==> src/rtl/dmem_fill_controller.sv <==
// Memset engine sharing the data-memory port with the CPU load/store path.
// The engine writes the fill word only in cycles the CPU leaves the port idle.
module dmem_fill_controller #(
  parameter int CNT_WIDTH = 16
) (
  input  logic                 i_clk,
  input  logic                 i_reset,
  input  logic                 i_start,
  input  logic [31:0]          i_base_addr,
  input  logic [CNT_WIDTH-1:0] i_word_count,
  input  logic [31:0]          i_fill_value,
  input  logic                 i_cpu_mem_read,
  input  logic                 i_cpu_mem_write,
  input  logic [31:0]          i_cpu_mem_addr,
  input  logic [31:0]          i_cpu_mem_wdata,
  output logic                 o_mem_read,
  output logic                 o_mem_write,
  output logic [31:0]          o_mem_addr,
  output logic [31:0]          o_mem_wdata,
  output logic                 o_busy,
  output logic                 o_done,
  output logic [CNT_WIDTH-1:0] o_words_done
);

  typedef enum logic [1:0] {S_IDLE, S_FILL, S_DONE} state_t;

  state_t               r_state;
  logic [31:0]          r_cur_addr;
  logic [31:0]          r_fill_value;
  logic [CNT_WIDTH-1:0] r_remaining;
  logic [CNT_WIDTH-1:0] r_words_done;
  logic                 r_busy;
  logic                 r_done;
  logic                 w_slot;

  // The CPU always wins; the engine only takes otherwise idle cycles.
  assign w_slot = (r_state == S_FILL) && !i_cpu_mem_read && !i_cpu_mem_write;

  always_ff @(posedge i_clk or posedge i_reset) begin
    if (i_reset) begin
      r_state      <= S_IDLE;
      r_cur_addr   <= '0;
      r_fill_value <= '0;
      r_remaining  <= '0;
      r_words_done <= '0;
      r_busy       <= 1'b0;
      r_done       <= 1'b0;
    end else begin
      case (r_state)
        S_IDLE: begin
          if (i_start) begin
            r_cur_addr   <= {i_base_addr[31:2], 2'b00};
            r_remaining  <= i_word_count;
            r_fill_value <= i_fill_value;
            r_words_done <= '0;
            if (i_word_count != '0) begin
              r_state <= S_FILL;
              r_busy  <= 1'b1;
            end else begin
              r_state <= S_DONE;
              r_done  <= 1'b1;
            end
          end
        end
        S_FILL: begin
          if (w_slot) begin
            r_cur_addr   <= r_cur_addr + 32'd4;
            r_remaining  <= r_remaining - 1'b1;
            r_words_done <= r_words_done + 1'b1;
            if (r_remaining == CNT_WIDTH'(1)) begin
              r_state <= S_DONE;
              r_busy  <= 1'b0;
              r_done  <= 1'b1;
            end
          end
        end
        S_DONE: begin
          r_state <= S_IDLE;
          r_done  <= 1'b0;
        end
        default: begin
          r_state <= S_IDLE;
          r_busy  <= 1'b0;
          r_done  <= 1'b0;
        end
      endcase
    end
  end

  always_comb begin
    if (w_slot) begin
      o_mem_read  = 1'b0;
      o_mem_write = 1'b1;
      o_mem_addr  = r_cur_addr;
      o_mem_wdata = r_fill_value;
    end else begin
      o_mem_read  = i_cpu_mem_read;
      o_mem_write = i_cpu_mem_write;
      o_mem_addr  = i_cpu_mem_addr;
      o_mem_wdata = i_cpu_mem_wdata;
    end
  end

  assign o_busy       = r_busy;
  assign o_done       = r_done;
  assign o_words_done = r_words_done;

endmodule

==> config.mk <==
export PLATFORM = sky130hd
export DESIGN_NAME = dmem_fill_controller
export DESIGN_NICKNAME = d
export VERILOG_FILES = /design/src/rtl/dmem_fill_controller.sv
export SDC_FILE = /design/constraint.sdc
export NUM_CORES = 1
export LEC_CHECK = 0
export BUFFER_PORTS_ARGS = -buffer_cell sky130_fd_sc_hd__buf_2
export CORE_MARGIN = 1.5
export CORE_UTILIZATION = 53
export CTS_CLUSTER_DIAMETER = 50
export CTS_CLUSTER_SIZE = 40
export DETAILED_ROUTE_END_ITERATION = 8
export PLACE_DENSITY = 0.86
export SETUP_SLACK_MARGIN = 0.2
export SYNTH_ARGS = -nofsm -noshare
export SYNTH_HDL_FRONTEND = slang
export SYNTH_SLANG_ARGS = --single-unit
export TNS_END_PERCENT = 30
==> constraint.sdc <==
create_clock -name i_clk -period 5.2 [get_ports i_clk]
set_clock_uncertainty 0.05 [all_clocks]
set_input_delay 1.04 -clock i_clk [delete_from_list [all_inputs] [get_ports i_clk]]
set_output_delay 1.04 -clock i_clk [all_outputs]
set_load 0.01 [all_outputs]
==> flow_metrics.tcl <==
set metrics [dict create \
    die_area_mm2 0.01150 \
    slowest_delay_ns 0.88 \
    hold_viol 0 \
    tightestPinTransition_ns 1.014 \
    relSlewSlack 0.3238 \
    fmax_mhz 275.9 \
    ctsLongestPathBuffers 2 \
    combPwrFrac 0.414 \
    design.portCount 233 \
    hold_buffers 0 \
    gp_congestion 0.8875 \
    antenna_found_initial 1 \
    crit_slowest_cell "or4b_4" \
    synth.avg_cell_area_um2 7.441 \
    crit_type "in2out" \
    cap_violations 0 \
    nNetsFinal 1128 \
    cts_resized 0 \
    rsz0062_at_grt "no" \
    p_sw_mw 1.409 \
    ys_seq_area_frac 0.4258 \
    status "completed" \
    synth-edff-count 0 \
    dp_cells 1100 \
    ys_seq_elements 98 \
    syn_inst 774 \
    cp_max_fo 80 \
    cts-root-buf "clkbuf_8" \
    wirelength_um 15470 \
    drtAntennaViolNets 0 \
    coreArea_mm2 0.01042 \
    grt_max_degree 81 \
    syn2layout_area_growth_pct 24.40 \
    powerDensity_mw_per_mm2 455.8 \
    avgRoutedWirePerCell_um 13.85 \
    first_pass_iters 5 \
    layoutNonFillerInstCount 1117 \
    worst_setup_path_end_kind "output pin" \
    grt_remaining_overflow 0 \
    drv_slew 0 \
    post_cts_buffers 0 \
    layout-drive-gt1-share 0.2704 \
    ir_drop_mv 0.5514 \
    min_path_type "reg2reg" \
    syn_area_mm2 0.005759 \
    leakage_nw 3.708 \
    start_kind "input port" \
    power_mw 3.265 \
    hold_ws_ns 0.4325 \
    fin_crit_ns 3.624 \
    worstPathArrival_ns 2.53 \
    start_util 0.5529 \
    fin_setup_tns_ns 0 \
    crit_path_cell_trace "buf_2 > or4b_4 > o21ai_0 > buf_2" \
    syn_nets 927 \
    path_clk_slew_ns 0.09 \
    worstPathRequired_ns 4.11 \
    crit_top_cell "buf_2" \
    switching_share 0.4315 \
    setup_viol 0 \
    die_h_um 107.2 \
    cts-htree-levels 3 \
    clkPwrFrac 0.155 \
    vias 6062 \
    grt_pass1_wl_um 24940 \
    cts_sinks 98 \
    grt_pass1_vias 5512 \
    grt_use_total 0.2706 \
    drtIter0Drc 408 \
    p_int_mw 1.856 \
    seqPwrFrac 0.430 \
    io_buffers 230 \
    synth-main-ff-cell "dfrtp_1" \
    drc_errors 0 \
    fin_crit_sh 0.6970 \
    worstSkewPairLatency_ns 0.36 \
    rows 37 \
    cts_made_buffers 9 \
    yosys_warnings 0 \
    cts_tree "done" \
    async_flop_share 1.000 \
    die_w_um 107.2 \
    ys_types 54 \
    dp_hpwl_um 10690 \
    drt-vias-per-instance 5.427 \
]
[state kept, by name, indices dropped and copies added (netlist names)]
register,cells
r_fill_value,32
r_cur_addr,30
o_busy,1
o_done,1
o_words_done,16
r_state,2
r_remaining,16
[synth_stat cells, types with 2 or more instances]
cell type / count / share of area
xnor2_1: 3 / 0.0046
nand2_1: 310 / 0.20
nor3_1: 13 / 0.011
a21oi_1: 30 / 0.026
a21o_1: 3 / 0.0039
nor4b_2: 2 / 0.0052
and4_1: 5 / 0.0076
nor3b_1: 4 / 0.0052
or4_1: 2 / 0.0026
ha_1: 4 / 0.0087
a41oi_1: 3 / 0.0046
a31oi_1: 5 / 0.0054
o21ai_0: 29 / 0.025
a22oi_1: 2 / 0.0026
nand3_1: 20 / 0.017
o22a_1: 3 / 0.0046
clkbuf_1: 34 / 0.022
nand4_1: 15 / 0.016
nand2b_1: 3 / 0.0033
nor2b_1: 2 / 0.0022
or3_1: 5 / 0.0054
and3_1: 12 / 0.013
o221a_2: 2 / 0.0039
o311ai_0: 2 / 0.0030
xor2_1: 9 / 0.014
o2bb2a_1: 3 / 0.0052
nor4_1: 13 / 0.014
o211ai_1: 2 / 0.0026
o31ai_1: 2 / 0.0026
nor2_1: 62 / 0.040
a311oi_1: 7 / 0.011
a211oi_1: 11 / 0.014
buf_1: 10 / 0.0065
inv_1: 11 / 0.0072
mux2i_1: 3 / 0.0052
and2_1: 6 / 0.0065
dfrtp_1: 98 / 0.43
o22ai_1: 7 / 0.0076
buf_6: 2 / 0.0039
[placed cells by master (no fill, tap or decap), drive strengths merged, types with 6 or more instances in the layout]
cell,count
xor2,9
nor2,62
nand4,15
buf,237
clkbuf,10
and3,12
a21oi,30
nand3,20
dfrtp,98
inv,12
o22ai,7
nand2,310
nor3,13
a211oi,11
a311oi,7
nor4,13
and2,6
o21ai,29
[worst paths after layout]
kind / start / end / slack [ns] / cells after the start
max reg2reg: r_state[1] / r_cur_addr[27] / 2.24 / 4
min in group asynchronous: i_reset / r_fill_value[14] / 0.79 / 2
max: i_cpu_mem_read / o_mem_addr[11] / 1.58 / 4
min reg2reg: r_fill_value[18] / r_fill_value[18] / 0.43 / 2
max in group asynchronous: i_reset / r_cur_addr[8] / 3.39 / 3
min: r_fill_value[18] / r_fill_value[18] / 0.43 / 2
[worst max-delay path: cells and delay by family]
kind            cells  cell delay, ns
buf+inv             2            0.29
simple gates        1            0.88
compound gates      1            0.28
[per-layer routing]
metal | global-route usage | part of all wire | vias up
met1 | 0.3468 | 0.44 | 2808
met4 | 0.06667 | 0.015 | 0
met2 | 0.4668 | 0.49 | 199
li1 | - | - | 3038
met3 | 0.05593 | 0.063 | 17
met5 | 0 | 0 | -
[final cells by class]
| type | count | area, µm² |
|---|---|---|
| fillers | 956 | 3252 |
| flip-flops and latches | 98 | 2452 |
| clock buffers | 10 | 137.6 |
| repair buffers | 237 | 1204 |
| well taps | 136 | 170.2 |
| inverters | 11 | 43.79 |
| multi-input cells | 618 | 3089 |
| clock inverters | 6 | 65.06 |
| diodes | 1 | 2.502 |
[stage by stage]
stage	setup WS (ns)	instance area, µm²	utilization
floorplan	1.548	5759	-
global placement	1.616	6959	0.6681
detailed placement	1.579	6959	0.6681
CTS	1.575	7162	0.6876
global route	1.465	7164	0.6878
finish	1.576	7164	0.6878
[power groups by stage]
stage / Sequential (mW) / Clock [mW] / Combinational [mW]
CTS: 1.40 / 0.517 / 1.36
floorplan: 1.32 / 0 / 1.01
global route: 1.46 / 0.545 / 1.54
detailed placement: 1.41 / 0 / 1.35
finish: 1.41 / 0.507 / 1.35
global placement: 1.39 / 0 / 1.31
[cells by family after synthesis]
| group | share of synthesized area |
|---|---|
| simple gates | 0.3582 |
| compound gates | 0.1432 |
| flops | 0.4258 |
| buf+inv | 0.04062 |
| xor+xnor | 0.01825 |
| fa+ha+maj | 0.008690 |
| mux | 0.005214 |
(Power assumes the default switching activity.)
